<file path="config.mk">
export PLATFORM = sky130hd
export DESIGN_NAME = if_id_buffer
export DESIGN_NICKNAME = d
export VERILOG_FILES = /design/src/rtl/if_id_buffer_pkg.sv /design/src/rtl/if_id_buffer_skid.sv /design/src/rtl/if_id_buffer.sv
export SDC_FILE = /design/constraint.sdc
export NUM_CORES = 1
export LEC_CHECK = 0
export CORE_MARGIN = 3
export CORE_UTILIZATION = 47
export CTS_BUF_LIST = sky130_fd_sc_hd__clkbuf_16
export CTS_CLUSTER_DIAMETER = 200
export DETAILED_ROUTE_END_ITERATION = 7
export GPL_ROUTABILITY_DRIVEN = 0
export GPL_TIMING_DRIVEN = 0
export PLACE_DENSITY = 0.76
export SETUP_SLACK_MARGIN = 0.2
export SLEW_MARGIN = 20
export SYNTH_ARGS = -nofsm -noshare
export SYNTH_HDL_FRONTEND = slang
export SYNTH_SLANG_ARGS = --single-unit
</file>
<file path="constraint.sdc">
create_clock -name clk -period 1.8 [get_ports clk]
set_input_delay 0.54 -clock clk [delete_from_list [all_inputs] [get_ports clk]]
set_output_delay 0.54 -clock clk [all_outputs]
set_load 0.03 [all_outputs]
</file>
<file path="src/rtl/if_id_buffer_pkg.sv">
// rv32i_types: shared IF/ID types (IF request record, fetch FSM states, fetch packet)
package rv32i_types;
  typedef struct packed {
    logic [31:0] pc;
  } if_id_reg_t;
  typedef enum logic [1:0] {FETCH_IDLE, FETCH_WAIT, FETCH_DISCARD} fetch_state_t;
  typedef struct packed {
    logic [31:0] pc;
    logic [31:0] inst;
    logic        valid;
  } fetch_pkt_t;
endpackage

</file>
<file path="src/rtl/if_id_buffer_skid.sv">
// fetch_skid: one-entry fetch_pkt_t holder; ports clk/rst, push d, pop, clear, q
module fetch_skid
  import rv32i_types::*;
(
  input  logic       clk,
  input  logic       rst,
  input  logic       push,
  input  logic       pop,
  input  logic       clear,
  input  fetch_pkt_t d,
  output fetch_pkt_t q
);
  always_ff @(posedge clk)
    if (rst || clear) q <= '0;
    else if (push) q <= d;
    else if (pop) q.valid <= 1'b0;
endmodule

</file>
<file path="src/rtl/if_id_buffer.sv">
// if_id_buffer: fetch-response tracker + IF/ID register with skid; in if_id_reg/req_valid/imem_*/id_stall/flush, out if_stall/id_valid/id_pc/id_inst
module if_id_buffer
  import rv32i_types::*;
(
  input  logic        clk,
  input  logic        rst,
  input  if_id_reg_t  if_id_reg,
  input  logic        req_valid,
  input  logic [31:0] imem_rdata,
  input  logic        imem_resp,
  input  logic        id_stall,
  input  logic        flush,
  output logic        if_stall,
  output logic        id_valid,
  output logic [31:0] id_pc,
  output logic [31:0] id_inst
);
  fetch_state_t state;
  logic [31:0]  pend_pc;
  fetch_pkt_t   out, skid, arr;
  logic         skid_valid, accept, deliver, consume, to_out;
  assign skid_valid = skid.valid;
  assign if_stall = rst | flush | skid_valid | (out.valid & id_stall) |
                    ((state != FETCH_IDLE) & !imem_resp);
  assign accept  = req_valid & !if_stall;
  assign deliver = (state == FETCH_WAIT) & imem_resp & !flush;
  assign consume = out.valid & !id_stall;
  assign to_out  = deliver & (!out.valid | consume) & !skid_valid;
  assign arr     = '{pc: pend_pc, inst: imem_rdata, valid: 1'b1};
  fetch_skid u_skid (
    .clk  (clk),
    .rst  (rst),
    .push (deliver & !to_out),
    .pop  (consume),
    .clear(flush),
    .d    (arr),
    .q    (skid)
  );
  // accept is never high during flush, so a flushed fetch lands in IDLE or DISCARD
  always_ff @(posedge clk)
    if (rst) begin
      state   <= FETCH_IDLE;
      pend_pc <= '0;
      out     <= '0;
    end else begin
      state <= ((state == FETCH_IDLE) | imem_resp) ? (accept ? FETCH_WAIT : FETCH_IDLE)
                                                   : (flush ? FETCH_DISCARD : state);
      if (accept) pend_pc <= if_id_reg.pc;
      if (flush) out.valid <= 1'b0;
      else if (consume && skid_valid) out <= skid;
      else if (to_out) out <= arr;
      else if (consume) out.valid <= 1'b0;
    end
  assign id_valid = out.valid;
  assign id_pc    = out.pc;
  assign id_inst  = out.inst;
endmodule

</file>
==> flow_summary.ini <==
[placement]
placed_cell_area_sq_um = 9030
place_ws_ns = -1.27
dp_hpwl_mm = 13.3
io_buffers = 135

[drt]
routed-wl-met2_mm = 9.50
dr_wl_met3_mm = 1.45
viasPerCell = 5.61
wl_met1_mm = 9.40
dr.pass1.iters = 5
drt_drc_violations_left = 0
drtIter0Drc = 433
routed-via-count = 6430
postRouteWirelength_mm = 20.7
routed.top_layer = met4
antenna_left = 0
routedWlPerCell_um = 18.1

[power]
p_per_area_nw_per_um2 = 832
power.total_mw = 8.17
p_leak_nw = 3.91
peakVddDrop_mv = 0.666

[global_route]
grt_pass1_vias = 6170
antenna_found_initial = 0
grt_first_pass_wirelength_mm = 32.1
grt_max_degree = 17
overflow = 0
grt_usage_pct = 22.8

[run_status]
violations = setup timing
status = finished with violations

[clock_network]
clk_path_buf_depth = 2
root_buffer = clkbuf_16
cts_inserted_buffers = 17
clkTransAtPathRegs_ns = 0.06
cts_tree = yes
cts_sinks = 164
clock_latency_ns = 0.43
htree_levels = 4

[cells_and_area]
nets = 993
syn2layout_area_growth_pct = 33.3
final_layout_size_suffix_gt1_share_pct = 26.5
antenna_cells = 0
post-route-util_pct = 64.4
seq_area_sq_um = 3290
finalInstanceArea_sq_um = 9820
fill_cells = 1295
multiInputGateArea_sq_um = 3740

[sta]
tightest_slew_ns = 0.842
hold_violations = 0
maxSlewViolCount = 0
finalWorstSetupSlack_ns = -0.189
period_needed_ns = 1.99
fin_skew_ns = 0.00414
rsz0062_at_grt = yes
holdWs_ns = 0.418
relSlewSlack_pct = 43.8
fin_crit_sh_pct = 111
max_freq_ghz = 0.503
finalSetupViolCount = 1

[floorplanning]
floorplan.io_pins = 136
initial_core_util_pct = 48.3
num_rows = 45
design.core.area_sq_um = 15300
die-area_sq_um = 17200
die_x_um = 131
dieHeight_um = 131

[critical_path]
cp.arrival_ns = 1.45
cp.required_ns = 1.26
crit_type = reg2out
start_kind = flop
critPathMaxFanout = 2
crit_start = id_valid$_SDFFE_PP0P_
crit_path_end_kind = output port
r2r-start = id_valid$_SDFFE_PP0P_

[logic_synthesis]
yosysSeqAreaShare_pct = 44.6
syn_avg_cell_area_sq_um = 9.78
synth_seq_cells = 164
synth_nets = 823
syn_area_sq_um = 7370
synth.distinct_cells = 29
ys_warn_count = 0
syn_inst = 753

[worst_hold_path]
hold_class = in2reg
worstHoldStart = id_stall

[run]
maxCapViolCount = 0
==> path summary, 6_finish.rpt <==
path,to,cells past startpoint,slack [ns]
worst min-delay path,u_skid.q[0]$_SDFFE_PP0P_,3,0.42
worst min register to register,u_skid.q[59]$_SDFFE_PP0P_,2,0.47
worst max-delay path,if_stall,5,-0.19
worst max register to register,id_pc[8]$_SDFFE_PP0P_,8,0.10
==> cell families after synthesis <==
logic type	share of synthesized area, %
mux	13.0
flops	44.6
compound gates	22.6
buf+inv	5.62
simple gates	14.1
==> flip-flops by register name, summed over array words and instances, names as in the netlist <==
name      flops
u_skid.q     65
id_inst      32
id_pc        32
pend_pc      32
state         2
id_valid      1
==> power breakdown <==
group          total, mW  internal, mW  switching, mW  leakage (nW)
registers           3.73          3.69         0.0447          1.33
logic              0.674         0.333          0.341          2.28
clock network       3.76          2.28           1.48         0.303
total               8.17          6.30           1.87          3.91
==> metal layers <==
layer,vias up,track usage [%]
li1,3070,-
met1,3073,31.1
met2,255,35.7
met3,32,5.70
met4,0,7.18
met5,-,0
==> area by class of cell <==
class                      instances  area share (%)
clock buffer                      17            4.33
sequential                       164            33.5
multi-input combinational        505            38.1
clock inverter                    15            1.73
timing repair buffer             151            12.6
buffer                            82            6.97
tap                              211            2.69
inverter                           2          0.0764
==> repair_timing <==
action | CTS | global route
resized for setup | 403 | 55
pin swaps | 1 | 1
setup endpoints to repair | 230 | 152
hold buffers | 0 | 0
gates cloned | 0 | 5
setup buffers | 6 | 5
==> synth_stat cells (all sizes together) <==
master	number	area share, %
a21o	1	0.10
a21oi	68	4.7
a221oi	64	13
a31o	1	0.12
and4bb	2	0.34
buf	43	3.5
clkbuf	39	2.0
dfxtp	164	45
inv	2	0.10
mux2i	96	13
nand2	1	0.051
nand2b	65	5.5
nand3	65	4.4
nand3b	1	0.10
nand4bb	1	0.15
nor2	67	3.4
nor3	1	0.068
o2111a	1	0.15
o211ai	2	0.20
o21a	1	0.10
o21ai	66	4.5
o22ai	1	0.085
or2	1	0.085
==> per-stage QoR <==
stage | cells | setup TNS (ns)
2_1_floorplan | 753 | 0
3_3_place_gp | 1099 | -123.05
3_5_place_dp | 1099 | -122.73
4_1_cts | 1137 | -0.183
5_1_grt | 1147 | -0.212
6_report | 1147 | -0.189
==> cell usage in the layout, fill, tap and decap left out, types with 4 or more instances in the layout <==
master	netlist	routed
o21ai_0	66	66
nor2_1	67	66
clkbuf_1	39	19
a21oi_1	67	67
buf_12	0	11
buf_4	5	22
clkinv_2	0	7
buf_2	22	77
a221oi_2	60	60
bufinv_16	0	4
nand3_1	65	64
clkbuf_16	0	23
clkbuf_4	0	5
clkdlybuf4s50_1	0	65
nand2b_1	65	65
mux2i_1	96	94
buf_6	7	12
dfxtp_1	164	162
clkbuf_2	0	12
==> worst max-delay path: stages (launching register included) <==
cell and delay (ns):
dfxtp_4 0.35, a21oi_4 0.17, buf_6 0.13, clkbuf_16 0.11
o211ai_1 0.07, buf_4 0.18
Note: power is estimated with default switching activity, not from simulation.
